**src/rtl/score_keeper.sv**
```systemverilog
// score_keeper: saturating game score and session high score, with a
// sequential double-dabble converter that publishes both as packed BCD.

package score_keeper_pkg;
  typedef enum logic [2:0] {
    GAME_MODE_IDLE    = 3'd0,
    GAME_MODE_LOADING = 3'd1,
    GAME_MODE_READY   = 3'd2,
    GAME_MODE_PLAYING = 3'd3,
    GAME_MODE_FAIL    = 3'd4
  } game_mode_t;
endpackage

module score_keeper
  import score_keeper_pkg::*;
#(
  parameter int unsigned SCORE_WIDTH       = 16,
  parameter int unsigned BCD_DIGITS        = 4,
  parameter int unsigned SCORE_MAX         = 9999,
  parameter int unsigned PELLET_POINTS     = 10,
  parameter int unsigned POWER_POINTS      = 50,
  parameter int unsigned GHOST_BASE_POINTS = 200
) (
  input  logic                    clk,
  input  logic                    rst_n,
  input  game_mode_t              MODE,
  input  logic                    pellet_eaten,
  input  logic                    power_eaten,
  input  logic                    ghost_eaten,
  output logic [SCORE_WIDTH-1:0]  score,
  output logic [SCORE_WIDTH-1:0]  high_score,
  output logic [4*BCD_DIGITS-1:0] bcd_score,
  output logic [4*BCD_DIGITS-1:0] bcd_high,
  output logic                    bcd_valid
);

  localparam int unsigned SUM_W = SCORE_WIDTH + 1;
  localparam int unsigned BCD_W = 4 * BCD_DIGITS;
  localparam int unsigned CNT_W = (SCORE_WIDTH > 1) ? $clog2(SCORE_WIDTH) : 1;

  typedef enum logic [1:0] {
    ST_IDLE  = 2'd0,
    ST_LOAD  = 2'd1,
    ST_SHIFT = 2'd2
  } conv_state_t;

  game_mode_t             mode_q;
  logic [1:0]             chain;
  logic [1:0]             chain_next_c;
  logic                   events_on_c;
  logic                   clear_c;
  logic [SUM_W-1:0]       chain_value_c;
  logic [SUM_W-1:0]       sum_c;
  logic [SCORE_WIDTH-1:0] score_next_c;

  // Event scoring: ghost uses the pre-update chain value; a READY entry clears all.
  always_comb begin
    events_on_c   = !(MODE inside {GAME_MODE_LOADING, GAME_MODE_READY, GAME_MODE_FAIL});
    clear_c       = (MODE == GAME_MODE_READY) && (mode_q != GAME_MODE_READY);
    chain_value_c = SUM_W'(GHOST_BASE_POINTS) << chain;
    sum_c         = SUM_W'(score);
    chain_next_c  = chain;
    if (events_on_c) begin
      if (pellet_eaten) sum_c = sum_c + SUM_W'(PELLET_POINTS);
      if (power_eaten)  sum_c = sum_c + SUM_W'(POWER_POINTS);
      if (ghost_eaten)  sum_c = sum_c + chain_value_c;
      if (power_eaten) begin
        chain_next_c = 2'd0;
      end else if (ghost_eaten && (chain != 2'd3)) begin
        chain_next_c = chain + 2'd1;
      end
    end
    score_next_c = (sum_c > SUM_W'(SCORE_MAX)) ? SCORE_WIDTH'(SCORE_MAX)
                                               : sum_c[SCORE_WIDTH-1:0];
    if (clear_c) begin
      score_next_c = '0;
      chain_next_c = 2'd0;
    end
  end

  always_ff @(posedge clk) begin
    if (!rst_n) begin
      mode_q     <= GAME_MODE_LOADING;
      chain      <= 2'd0;
      score      <= '0;
      high_score <= '0;
    end else begin
      mode_q <= MODE;
      chain  <= chain_next_c;
      score  <= score_next_c;
      if (score > high_score) high_score <= score;
    end
  end

  conv_state_t            state;
  conv_state_t            state_next;
  logic [SCORE_WIDTH-1:0] snap_score;
  logic [SCORE_WIDTH-1:0] snap_high;
  logic [BCD_W-1:0]       sh_score;
  logic [BCD_W-1:0]       sh_high;
  logic [BCD_W-1:0]       sh_score_c;
  logic [BCD_W-1:0]       sh_high_c;
  logic [CNT_W-1:0]       bit_cnt;
  logic                   mismatch_c;

  // One double-dabble step: correct every nibble >= 5, then shift in a bit.
  function automatic logic [BCD_W-1:0] dabble(input logic [BCD_W-1:0] v,
                                               input logic            in_bit);
    logic [BCD_W-1:0] adj;
    adj = v;
    for (int i = 0; i < int'(BCD_DIGITS); i++) begin
      if (adj[4*i +: 4] >= 4'd5) adj[4*i +: 4] = adj[4*i +: 4] + 4'd3;
    end
    return {adj[BCD_W-2:0], in_bit};
  endfunction

  always_comb begin
    mismatch_c = (score != snap_score) || (high_score != snap_high);
    sh_score_c = dabble(sh_score, snap_score[bit_cnt]);
    sh_high_c  = dabble(sh_high, snap_high[bit_cnt]);
  end

  always_ff @(posedge clk) begin
    if (!rst_n) state <= ST_IDLE;
    else        state <= state_next;
  end

  always_comb begin
    state_next = state;
    unique case (state)
      ST_IDLE:  if (mismatch_c) state_next = ST_LOAD;
      ST_LOAD:  state_next = ST_SHIFT;
      ST_SHIFT: if (bit_cnt == '0) state_next = ST_IDLE;
      default:  state_next = ST_IDLE;
    endcase
  end

  // Converter datapath; outputs are only written on the final shift.
  always_ff @(posedge clk) begin
    if (!rst_n) begin
      snap_score <= '0;
      snap_high  <= '0;
      sh_score   <= '0;
      sh_high    <= '0;
      bit_cnt    <= '0;
      bcd_score  <= '0;
      bcd_high   <= '0;
      bcd_valid  <= 1'b1;
    end else begin
      unique case (state)
        ST_IDLE: if (!mismatch_c) bcd_valid <= 1'b1;
        ST_LOAD: begin
          snap_score <= score;
          snap_high  <= high_score;
          sh_score   <= '0;
          sh_high    <= '0;
          bit_cnt    <= CNT_W'(SCORE_WIDTH - 1);
          bcd_valid  <= 1'b0;
        end
        ST_SHIFT: begin
          sh_score <= sh_score_c;
          sh_high  <= sh_high_c;
          bit_cnt  <= bit_cnt - CNT_W'(1);
          if (bit_cnt == '0) begin
            bcd_score <= sh_score_c;
            bcd_high  <= sh_high_c;
          end
        end
        default: ;
      endcase
    end
  end

endmodule
```
**config.mk**
```make
export PLATFORM = sky130hd
export DESIGN_NAME = score_keeper
export DESIGN_NICKNAME = d
export VERILOG_FILES = /design/src/rtl/score_keeper.sv
export SDC_FILE = /design/constraint.sdc
export NUM_CORES = 1
export LEC_CHECK = 0
export CAP_MARGIN = 20
export CORE_MARGIN = 2
export CORE_UTILIZATION = 53
export CTS_CLUSTER_DIAMETER = 30
export DETAILED_ROUTE_END_ITERATION = 7
export PLACE_DENSITY_LB_ADDON = 0.05
export SLEW_MARGIN = 40
export SYNTH_ARGS = -nofsm -noshare
export SYNTH_HDL_FRONTEND = slang
export SYNTH_SLANG_ARGS = --single-unit
```
**constraint.sdc**
```tcl
create_clock -name clk -period 4.3 [get_ports clk]
set_input_delay 0.86 -clock clk [delete_from_list [all_inputs] [get_ports clk]]
set_output_delay 0.86 -clock clk [all_outputs]
set_load 0.005 [all_outputs]
```
# Word-level counts from Yosys, hierarchy flattened
# Cells that the tools add are included.
# W data, S select, Z words.
# totals
out_inout_bits	65
inputBits	8
elab_cells	97
register_bits	140
# op_classes
n_mux	29
shifts	1
eq_ne	12
n_lt_le_gt_ge	11
n_bitwise	2
reduce_logical	15
addsub	13
# ops
operator	count
$mux W17	6
$pmux W16 S2	2
$ge A4 B3 Y1 const B	8
$ne A16 B16 Y1	2
$add A4 B2 Y4 const B	6
$mux W4	6
$add A16 B4 Y17 const B	1
$add A17 B17 Y17	1
$add A17 B6 Y17 const B	1
$gt A17 B14 Y1 const B	1
$shl A8 B2 Y17 const A	1
$gt A16 B16 Y1	1
$mux W14	1
$bmux W1 S4	2
$mux W2	4
$ne A2 B2 Y1 const B	4
$pmux W4 S2	1
$reduce_and A2 Y1	4
$add A3 B2 Y3 const B	2
$mux W3	2
$pmux W2 S3	1
$reduce_bool A2 Y1	3
$lt A4 B5 Y1 const B	1
$logic_not A4 Y1	1
17 further kinds	21

# Logic depth before layout (Yosys ltp)
# Gate-level depths: netlist of run 1.
# logic_depth
ltp_word	11
ltp_mapped	20
mapped_depth_nobuf	20

# Worst setup path before layout of run 1
# Ideal clock, no wire load.
# synth_timing
path_kind	input to register
start	input pellet_eaten
end	register score[10]
setup_ns	0.155
required_ns	4.145
cell_stages	19
setup_slack_ns	-0.345
arrival_time_ns	4.491
n_path_buf	1
path_cell_list	buf_4 > mux2_2 > ha_1 > nand4bb_1 > o21ai_1 > o31a_1 > a31oi_4 > xnor2_1 > ha_1 > o21a_1 > o221ai_1 > a21oi_1 > a2111oi_0 > a311oi_1 > xnor2_1 > nor2_1 > o311a_1 > a21oi_4 > o21ai_0
# synth_via
elab_chain_len	10
# synth_lines
element	line_no	text
start: declaration	27	input logic pellet_eaten,
$mux W17 (*)	64	if (pellet_eaten) sum_c = sum_c + SUM_W'(PELLET_POINTS);
$mux W17 (*)	63	if (events_on_c) begin
$add A17 B6 Y17	65	if (power_eaten) sum_c = sum_c + SUM_W'(POWER_POINTS);
$mux W17 (*)	65	
$mux W17 (*)	63	
$add A17 B17 Y17	66	if (ghost_eaten) sum_c = sum_c + chain_value_c;
$mux W17 (*)	66	
$mux W17 (*)	63	
$gt A17 B14 Y1	73	score_next_c = (sum_c > SUM_W'(SCORE_MAX)) ? SCORE_WIDTH'(SCORE_MAX)
$mux W14 (*)	73	
end signal: assignment	90	score <= score_next_c;
end: declaration	30	output logic [SCORE_WIDTH-1:0] score,
# Every way passes the cells marked *; elsewhere a longest branch is shown, timed or not. The select of a mux whose other input is x is not followed.
# A chain may end at the register's enable or synchronous reset.

# Worst setup path in the final report of run 1
# layout_timing
start	input pellet_eaten
end	register score[3]
# The elaborated chain is that of the path after synthesis.

==> flow_metrics.env, run 1 <==
export IMPL_p_int_mw=2.924
export IMPL_first_pass_iters=6
export IMPL_cts_buffers_inserted=17
export IMPL_hold_viol=0
export IMPL_setup_viol=5
export IMPL_status="finished, violations left"
export IMPL_regToRegStartpoint="score[1]"
export IMPL_slew_headroom_pct=47.12
export IMPL_dp_slack_ns=-0.8285
export IMPL_finalWorstSetupSlack_ns=-0.01816
export IMPL_vdd_drop_max_mv=0.3288
export IMPL_hp_class="flop to flop"
export IMPL_cp_required_ns=4.60
export IMPL_ff_latch_area_mm2=0.002811
export IMPL_start_kind="primary input"
export IMPL_antenna_left=0
export IMPL_reg2reg_depth=19
export IMPL_syn_area_per_cell_um2=8.667
export IMPL_finalCritPeriodShare_pct=100.4
export IMPL_clkTransAtPathRegs_ns=0.06
export IMPL_antenna_found_initial=0
export IMPL_rrSetupSlack_ns=0.08
export IMPL_p_per_area_mw_per_mm2=389.4
export IMPL_max_freq_mhz=231.6
export IMPL_holdCritStartpoint="bcd_score[0]"
export IMPL_setup_tns_ns=-0.04328
export IMPL_synth_seq_cells=140
export IMPL_pwr_share_comb_pct=29.0
export IMPL_final_cells=1362
export IMPL_multi_input_area_mm2=0.005647
export IMPL_rsz0062_at_grt="true"
export IMPL_clk_latency_ns=0.43
export IMPL_port_buffers=72
export IMPL_arrival_ns=4.62
export IMPL_via_per_inst=5.616
export IMPL_maxCapViolCount=0
export IMPL_diodes=0
export IMPL_clock_sinks=140
export IMPL_synth_area_leaders="dfxtp_1 32%, ha_1 7.2%, nor2b_1 5.9%"
export IMPL_dp_cells=1326
export IMPL_max_clock_path_buffers=2
export IMPL_yosys_area_top_type="dfxtp_1"
export IMPL_drive_gt1_share_pct=17.71
export IMPL_drt_wl_total_um=22540
export IMPL_grt_pass1_wl_um=37360
export IMPL_grt_ovfl_total=0
export IMPL_synth_edf_count=0
export IMPL_synth_top_area_share_pct=32.34
export IMPL_syn2layout_area_growth_pct=26.98
export IMPL_grt_util_met1_pct=34.72
export IMPL_criticalPathCategory="primary input to flop"
export IMPL_start_util_pct=54.36
export IMPL_nets=1192
export IMPL_drc_errors=0
export IMPL_power_leakage_nw=4.469
export IMPL_avgRoutedWirePerCell_um=16.55
export IMPL_die_x_um=131.9
export IMPL_die_h_um=131.9
export IMPL_violations="negative setup slack"
export IMPL_place_hpwl_um=15580
export IMPL_ctsHtreeMaxLevel=4
export IMPL_end_kind="flop"
export IMPL_die_area_mm2=0.01739
export IMPL_fp_coreArea_mm2=0.01594
export IMPL_finalClockSkew_ns=0.01019
export IMPL_ys_types=74
export IMPL_hold_end="bcd_score[0]"
export IMPL_cts_tree="done"
export IMPL_gr_usage_met3_pct=5.498
export IMPL_synth_commonest_cells="140 x dfxtp_1, 82 x nor2b_1, 77 x nand2_1"
export IMPL_yosysWarnings=0
export IMPL_report_final_slew_viol_count=0
export IMPL_clkPwrFrac_pct=35.7
export IMPL_hold_depth=2
export IMPL_drt_iter0_drc=511
export IMPL_dr_total_vias=7649
export IMPL_grt_pass1_vias=7330
export IMPL_cp_max_fo=8
export IMPL_fill_cells=1328
export IMPL_busiest_layer="met2"
export IMPL_cts_root_buf="clkbuf_16"
export IMPL_place_gp_congestion=0.8831
export IMPL_switchingPower_mw=1.362
export IMPL_grt_max_degree=87
export IMPL_yosysMostFrequentCell="dfxtp_1"
export IMPL_sw_frac_of_total_pct=31.78
export IMPL_netlist_instances=1000
export IMPL_period_minus_slack_ns=4.318
export IMPL_rows=46
export IMPL_grt_met2_usage_pct=43.61
export IMPL_ctsHoldBuffers=0
export IMPL_io_pins=73
export IMPL_async_flop_share_pct=0
export IMPL_ys_flop_type="dfxtp_1"
export IMPL_worstReg2RegEnd="score[3]"
export IMPL_synth_area_mm2=0.008667
export IMPL_worstMarginPinSlew_ns=0.7913
export IMPL_track_usage_pct=26.18
export IMPL_seqPwrFrac_pct=35.3
export IMPL_ys_seq_area_share_pct=32.34
==> metrics by stage <==
stage                     power [mW]  hold WS (ns)  area [um2]  util (%)
after floorplan                2.273        0.4600        8731         -
after global placement         2.705        0.4770       10200     63.96
after detailed placement       2.721        0.4742       10210     64.05
after CTS                      4.258        0.4842       10850     68.05
after global routing           4.498        0.4988       11010     69.03
final                          4.286        0.4820       11010     69.03
==> area by class of cell <==
| cell class | instances | share of cell area [%] |
|---|---|---|
| Multi-Input combinational cell | 750 | 51.31 |
| Sequential cell | 140 | 25.55 |
| Timing Repair Buffer | 172 | 13.42 |
| Clock buffer | 18 | 3.990 |
| Tap cell | 216 | 2.456 |
| Inverter | 52 | 1.774 |
| Clock inverter | 14 | 1.512 |
==> per-layer routing <==
| layer | share of wire [%] | vias to the layer above |
|---|---|---|
| li1 | - | 3793 |
| met1 | 47 | 3657 |
| met2 | 48 | 177 |
| met3 | 4.5 | 22 |
| met4 | 1.2 | 0 |
| met5 | 0 | - |
==> flip-flops by register name (all words and copies together), names as in the netlist, 3 cells and up <==
| register | cells |
|---|---|
| sh_score | 16 |
| bcd_high | 16 |
| high_score | 16 |
| sh_high | 16 |
| snap_score | 16 |
| bcd_score | 16 |
| bit_cnt | 4 |
| snap_high | 16 |
| score | 16 |
| mode_q | 3 |
==> critical path, cell delays in order <==
cell      delay (ns)
buf_4           0.13
buf_4           0.16
and3_2          0.25
a211oi_2        0.29
nor2_2          0.11
o32ai_1         0.36
a31o_2          0.18
nor2_1          0.04
nor2_1          0.09
ha_1            0.25
o21a_1          0.14
o221ai_4        0.24
a211oi_2        0.10
a21boi_2        0.17
a311oi_2        0.29
xnor2_1         0.15
nor2_1          0.07
o311a_1         0.38
a21oi_4         0.22
o31ai_1         0.11
==> repair_timing <==
action	CTS	global route
gates resized for setup	9	32
endpoints found under the setup margin	14	14
buffers inserted	2	2
pin swaps	7	14
==> layout by cell type, fill, tap and decap left out, drive strengths merged, types with 5 or more instances in the layout <==
cell | Yosys | final
dfxtp | 140 | 140
buf | 18 | 102
nor2b | 82 | 82
nand2 | 78 | 78
clkdlybuf4s50 | 0 | 70
a21oi | 59 | 59
nor2 | 57 | 57
inv | 52 | 55
mux2i | 51 | 51
ha | 50 | 50
xor2 | 44 | 44
o21ai | 38 | 38
and2 | 28 | 28
xnor2 | 27 | 27
o22ai | 24 | 24
clkbuf | 41 | 18
o211a | 17 | 17
nor4 | 16 | 16
nor3b | 15 | 15
nand2b | 14 | 14
nor3 | 14 | 14
mux2 | 12 | 12
nand3 | 11 | 11
mux4 | 10 | 10
nand4 | 9 | 9
clkinv | 0 | 7
a211oi | 7 | 7
a32oi | 6 | 6
o31ai | 6 | 6
o211ai | 5 | 5
o21a | 5 | 5
a21o | 5 | 5
and3 | 5 | 5
==> logic make-up (layout without fill, tap and decap cells) <==
group                      count (synthesis)  after routing  share of synthesized area, %
buffers and inverters                    111            256                         5.154
muxes                                     73             73                         10.05
AOI/OAI and AO/OA                        212            212                         16.78
and+or+nand+nor                          341            341                         21.02
DFF                                      140            140                         32.34
xor gates and xnor gates                  71             71                         7.175
other                                      1              2                       0.04327
adders and majority gates                 51             51                         7.449
==> how the worst max path moves through the flow <==
stage | start | endpoint | slack [ns] | depth (start not counted)
3_3_place_gp | pellet_eaten | score[10] | -0.74 | 19
4_1_cts | score[2] | score[10] | 0.001 | 19
3_5_place_dp | pellet_eaten | score[10] | -0.83 | 19
6_report | pellet_eaten | score[3] | -0.02 | 20
2_1_floorplan | pellet_eaten | score[10] | -0.09 | 19
5_1_grt | score[1] | score[3] | -0.17 | 19
==> power by group through the flow <==
stage,clock network [mW],logic [mW],registers (mW)
3_5_place_dp,0,1.19,1.54
2_1_floorplan,0,0.789,1.48
4_1_cts,1.55,1.20,1.51
6_report,1.53,1.24,1.51
5_1_grt,1.61,1.36,1.53
3_3_place_gp,0,1.17,1.53
(Power assumes the default switching activity.)
==> inputs of run 2 (changes only) <==
--- a/config.mk
+++ b/config.mk
@@ -6,6 +6,7 @@
 export NUM_CORES = 1
 export LEC_CHECK = 0
 export CAP_MARGIN = 20
+export CORE_ASPECT_RATIO = 1.1
 export CORE_MARGIN = 2
 export CORE_UTILIZATION = 53
 export CTS_CLUSTER_DIAMETER = 30
==> flow_metrics.env, run 2 (same netlist as run 1, synthesis figures left out) <==
export IMPL_status="finished, violations left"
export IMPL_violations="negative setup slack"
export IMPL_period_minus_slack_ns=4.362
export IMPL_whs_ns=0.4668
export IMPL_hp_class="flop to flop"
export IMPL_grt_pass1_wl_um=37340
export IMPL_place_hpwl_um=16230
export IMPL_die_h_um=138.1
export IMPL_regToRegStartpoint="score[1]"
export IMPL_io_pins=73
export IMPL_drive_gt1_share_pct=17.21
export IMPL_start_util_pct=53.55
export IMPL_final_cell_mix="138 x dfxtp_1, 97 x buf_4, 81 x nor2b_1"
export IMPL_grt_pass1_vias=7562
export IMPL_rows=49
export IMPL_path_buf_inv=2
export IMPL_criticalPathCategory="primary input to flop"
export IMPL_maxCapViolCount=0
export IMPL_first_pass_iters=5
export IMPL_drt_wl_total_um=22310
export IMPL_die_area_mm2=0.01739
export IMPL_cpMaxStageDelayCell="o311a_1"
export IMPL_ctsHoldBuffers=0
export IMPL_place_gp_congestion=0.9377
export IMPL_holdCritStartpoint="bcd_high[0]"
export IMPL_cts_tree="done"
export IMPL_slew_headroom_pct=49.74
export IMPL_grt_ovfl_total=0
export IMPL_switchingPower_mw=1.312
export IMPL_cts_root_buf="clkbuf_16"
export IMPL_p_int_mw=2.869
export IMPL_worstPathCellList="buf_6 > mux2_4 > ha_4 > nand4bb_1 > o21ai_2 > o31a_1 > a31oi_4 > xnor2_2 > ha_1 > o21a_1 > o221ai_4 > buf_6 > a211oi_1 > a21boi_2 > a311oi_2 > xnor2_1 > nor2_1 > o311a_1 > a21oi_4 > o21ai_1"
export IMPL_pwr_share_comb_pct=29.7
export IMPL_hold_viol=0
export IMPL_dr_total_vias=7612
export IMPL_port_buffers=72
export IMPL_rsz0062_at_grt="true"
export IMPL_cts_buffers_inserted=17
export IMPL_diodes=0
export IMPL_start_kind="primary input"
export IMPL_arrival_ns=4.66
export IMPL_antenna_found_initial=0
export IMPL_drt_iter0_drc=364
export IMPL_end_kind="flop"
export IMPL_worstMarginPinSlew_ns=0.7529
export IMPL_seqPwrFrac_pct=36.2
export IMPL_startpoint="pellet_eaten"
export IMPL_worst_path_largest_cell_delay_ns=0.36
export IMPL_syn2layout_area_growth_pct=26.74
export IMPL_cp_max_fo=8
export IMPL_drc_errors=0
export IMPL_die_x_um=125.9
export IMPL_antenna_left=0
export IMPL_nets=1191
export IMPL_finalCritPeriodShare_pct=101.4
export IMPL_finalWorstSetupSlack_ns=-0.06212
export IMPL_cp_common_cell="buf_6"
export IMPL_clkPwrFrac_pct=34.1
export IMPL_max_clock_path_buffers=2
export IMPL_avgRoutedWirePerCell_um=16.54
export IMPL_cp_required_ns=4.59
export IMPL_power_leakage_nw=4.452
export IMPL_final_common_cell="dfxtp_1"
export IMPL_cp_top_family="compound AO/OA/AOI/OAI gates"
export IMPL_clk_latency_ns=0.42
export IMPL_fp_coreArea_mm2=0.01619
export IMPL_max_freq_mhz=229.2
export IMPL_grt_max_degree=48
export IMPL_track_usage_pct=26.36
export IMPL_ctsHtreeMaxLevel=4
export IMPL_fill_cells=1389
export IMPL_vdd_drop_max_mv=0.2832
export IMPL_sw_frac_of_total_pct=31.37
export IMPL_report_final_slew_viol_count=0
export IMPL_setup_viol=7
export IMPL_clkTransAtPathRegs_ns=0.06
export IMPL_via_per_inst=5.643
export IMPL_p_per_area_mw_per_mm2=380.6
export IMPL_finalClockSkew_ns=0.01126
export IMPL_dp_slack_ns=-0.9415
export IMPL_clock_sinks=140
run 2: cell types whose count changed in the layout (fill, tap and decap cells not counted), moves of 2 or more:
cell        before  now
clkinv_2         5    3
nor3_2           5    3
clkinvlp_4       1    3
inv_6            3    1
buf_6            0    2
buf_4          100   97
clkbuf_1         0    4
run 2: what timing repair did:
item	in CTS	in global routing
setup endpoints to repair	14	14
cloned	0	0
pin swaps	10	13
gates resized for setup	28	18
setup buffers	2	5
run 2: metrics by stage:
step,util (%),cell area (um2),std cells,power (mW),TNS (ns)
final,67.86,10980,1349,4.181,-0.2358
after global routing,67.86,10980,1349,4.400,-1.989
after CTS,67.09,10860,1344,4.161,0
after detailed placement,62.82,10170,1310,2.710,-11.87
after global placement,62.72,10150,1310,2.687,-10.87
after floorplan,-,8731,1001,2.273,-0.4306
run 2: routing by layer:
layer,part of all wire (%),track usage (%),vias up
li1,-,-,3778
met2,52,48.05,155
met1,41,29.50,3623
met4,3.9,12.43,0
met3,3.2,4.683,56
met5,0,0,-
run 2: worst register-to-register path: stages (launching register included):
cell and delay, ns:
dfxtp_2 0.34, ha_4 0.24, mux2_4 0.28, ha_4 0.17, nand4bb_1 0.10, o21ai_2 0.09, o31a_1 0.32, a31oi_4 0.22
xnor2_2 0.08, ha_1 0.33, o21a_1 0.23, o221ai_4 0.23, buf_6 0.14, a211oi_1 0.07, a21boi_2 0.18, a311oi_2 0.26
xnor2_1 0.16, nor2_1 0.08, o311a_1 0.36, a21oi_4 0.23, o21ai_1 0.12
run 2: path summary, 6_finish.rpt:
check | endpoint | slack, ns | depth (start not counted)
hold reg to reg | bcd_high[0] | 0.47 | 2
hold / removal | bcd_high[0] | 0.47 | 2
setup / recovery | score[9] | -0.06 | 20
setup reg to reg | score[9] | -0.05 | 20
run 2: power by group through the flow:
stage	combinational [mW]	sequential [mW]	clock [mW]
4_1_cts	1.21	1.51	1.44
3_5_place_dp	1.17	1.54	0
2_1_floorplan	0.789	1.48	0
6_report	1.24	1.51	1.43
5_1_grt	1.37	1.53	1.51
3_3_place_gp	1.15	1.53	0
run 2: final cells by class:
| class | count | area (um2) | share of cell area [%] |
|---|---|---|---|
| Multi-Input combinational cell | 750 | 5680 | 51.71 |
| Tap cell | 204 | 255.2 | 2.324 |
| Timing Repair Buffer | 171 | 1476 | 13.44 |
| Sequential cell | 140 | 2808 | 25.56 |
| Inverter | 52 | 195.2 | 1.777 |
| Clock inverter | 10 | 115.1 | 1.048 |
| Clock buffer | 22 | 454.2 | 4.135 |
==> inputs of run 3 (changes only) <==
--- a/config.mk
+++ b/config.mk
@@ -7,7 +7,7 @@
 export LEC_CHECK = 0
 export CAP_MARGIN = 20
 export CORE_ASPECT_RATIO = 1.1
-export CORE_MARGIN = 2
+export CORE_MARGIN = 4
 export CORE_UTILIZATION = 53
 export CTS_CLUSTER_DIAMETER = 30
 export DETAILED_ROUTE_END_ITERATION = 7
@@ -16,3 +16,4 @@
 export SYNTH_ARGS = -nofsm -noshare
 export SYNTH_HDL_FRONTEND = slang
 export SYNTH_SLANG_ARGS = --single-unit
+export TNS_END_PERCENT = 1
==> flow_metrics.env, run 3 (same netlist as run 1, synthesis figures left out) <==
export IMPL_status="completed"
export IMPL_regToRegStartpoint="score[2]"
export IMPL_setup_tns_ns=0
export IMPL_p_int_mw=3.094
export IMPL_criticalPathCategory="flop to flop"
export IMPL_finalCritPeriodShare_pct=97.90
export IMPL_nets=1191
export IMPL_cp_max_fo=7
export IMPL_p_per_area_mw_per_mm2=399.3
export IMPL_switchingPower_mw=1.348
export IMPL_vdd_drop_max_mv=0.2834
export IMPL_die_h_um=142.1
export IMPL_stdcell_area_mm2=0.01112
export IMPL_cts_root_buf="clkbuf_16"
export IMPL_grt_ovfl_total=0
export IMPL_final_cell_mix="137 x dfxtp_1, 96 x buf_4, 81 x nor2b_1"
export IMPL_cts_tree="done"
export IMPL_die_x_um=129.9
export IMPL_start_util_pct=54.66
export IMPL_drc_errors=0
export IMPL_reg2reg_depth=19
export IMPL_fp_coreArea_mm2=0.01586
export IMPL_rsz0062_at_grt="true"
export IMPL_grt_max_degree=88
export IMPL_diodes=0
export IMPL_start_kind="flop"
export IMPL_rrSetupSlack_ns=0.09
export IMPL_slew_headroom_pct=47.32
export IMPL_clkTransAtPathRegs_ns=0.06
export IMPL_port_buffers=72
export IMPL_track_usage_pct=24.92
export IMPL_worst_path_largest_cell_delay_ns=0.36
export IMPL_drt_iter0_drc=387
export IMPL_clkPwrFrac_pct=37.9
export IMPL_worstMarginPinSlew_ns=0.7819
export IMPL_ctsHoldBuffers=0
export IMPL_dp_cells=1308
export IMPL_arrival_ns=4.51
export IMPL_endpoint="score[10]"
export IMPL_seqPwrFrac_pct=34.1
export IMPL_syn2layout_area_growth_pct=28.35
export IMPL_drive_gt1_share_pct=18.43
export IMPL_rows=48
export IMPL_cp_required_ns=4.60
export IMPL_cp_common_cell="ha_4"
export IMPL_power_leakage_nw=4.498
export IMPL_clock_sinks=140
export IMPL_period_minus_slack_ns=4.210
export IMPL_whs_ns=0.4842
export IMPL_die_area_mm2=0.01846
export IMPL_final_cells=1345
export IMPL_maxCapViolCount=0
export IMPL_report_final_slew_viol_count=0
export IMPL_grt_pass1_wl_um=36920
export IMPL_io_pins=73
export IMPL_ctsHtreeMaxLevel=4
export IMPL_grt_pass1_vias=7296
export IMPL_max_freq_mhz=237.5
export IMPL_place_hpwl_um=16020
export IMPL_dr_total_vias=7580
export IMPL_cpMaxStageDelayCell="dfxtp_4"
export IMPL_antenna_found_initial=0
export IMPL_worstReg2RegEnd="score[10]"
export IMPL_power_mw=4.442
export IMPL_clk_latency_ns=0.43
export IMPL_startpoint="score[2]"
export IMPL_antenna_left=0
export IMPL_finalClockSkew_ns=0.008327
export IMPL_setup_viol=0
export IMPL_hold_viol=0
export IMPL_drt_wl_total_um=22420
export IMPL_place_gp_congestion=0.9000
export IMPL_end_kind="flop"
export IMPL_sw_frac_of_total_pct=30.34
export IMPL_cts_buffers_inserted=17
export IMPL_final_common_cell="dfxtp_1"
export IMPL_max_clock_path_buffers=2
export IMPL_dpl_cell_area_mm2=0.01013
export IMPL_pwr_share_comb_pct=28.0
export IMPL_hp_class="flop to flop"
export IMPL_via_per_inst=5.636
export IMPL_first_pass_iters=5
export IMPL_avgRoutedWirePerCell_um=16.67
export IMPL_worstPathCellList="ha_4 > mux2_4 > ha_4 > nand4bb_1 > o21ai_2 > o31a_1 > a31oi_4 > xnor2_2 > ha_4 > o21a_1 > o221ai_4 > a211oi_2 > a21boi_2 > a311oi_2 > xnor2_1 > nor2_1 > o311a_1 > a21oi_4 > o21ai_1"
run 3: cell types whose count changed in the layout (fill, tap and decap cells not counted), sizes merged:
cell           previous run  this run
bufinv                    2         6
dlymetal6s2s              0         1
inv                      53        54
clkinvlp                  3         2
clkbuf                   22        18
clkdlybuf4s50            70        69
run 3: stage by stage:
stage	utilization [%]	setup WS [ns]
2_1_floorplan	-	-0.2051
3_3_place_gp	63.78	-0.8066
3_5_place_dp	63.88	-0.8555
4_1_cts	68.78	-0.01362
5_1_grt	70.16	-0.1183
6_report	70.16	0.09014
run 3: worst min-delay path by stage:
stage                  from      endpoint  slack, ns  cells after the start
3_5_place_dp    bcd_high[0]   bcd_high[0]       0.48                      2
5_1_grt         bcd_high[0]   bcd_high[0]       0.50                      2
3_3_place_gp   bcd_score[0]  bcd_score[0]       0.47                      2
2_1_floorplan   bcd_high[0]   bcd_high[0]       0.46                      2
4_1_cts         bcd_high[0]   bcd_high[0]       0.49                      2
6_report       bcd_score[0]  bcd_score[0]       0.48                      2
run 3: cell type report:
type	instances	area [um2]
multi-input cells	750	5724
repair buffers	171	1474
fillers	1289	4731
clock inverters	14	240.2
flip-flops and latches	140	2811
well taps	200	250.2
inverters	52	195.2
clock buffers	18	429.2
run 3: power by group through the flow:
stage / clock (mW) / sequential, mW / combinational (mW)
after floorplan: 0 / 1.48 / 0.777
after global placement: 0 / 1.54 / 1.15
after detailed placement: 0 / 1.54 / 1.16
after CTS: 1.70 / 1.52 / 1.20
after global routing: 1.76 / 1.53 / 1.37
final: 1.68 / 1.52 / 1.24
run 3: layer usage:
metal  GRT usage (%)  part of all wire, %  vias up
met5               0                    0        -
met1           29.29                   42     3615
met2           45.56                   52      139
li1                -                    -     3772
met4           9.190                  3.0        0
met3           3.641                  3.2       54
run 3: repair_timing:
action / in CTS / in global routing
cloned: 0 / 0
resized for setup: 28 / 42
buffers inserted: 1 / 5
pin swaps: 13 / 37
endpoints found under the setup margin: 14 / 13
run 3: worst max-delay path: cells and delay by family, from the launching register on:
kind,cells,cell delay [ns]
adder cells (fa/ha/maj),3,0.64
XOR/XNOR,2,0.32
multiplexers,1,0.28
AO/OA/AOI/OAI,11,2.31
flip-flops,1,0.36
AND/OR/NAND/NOR,2,0.18
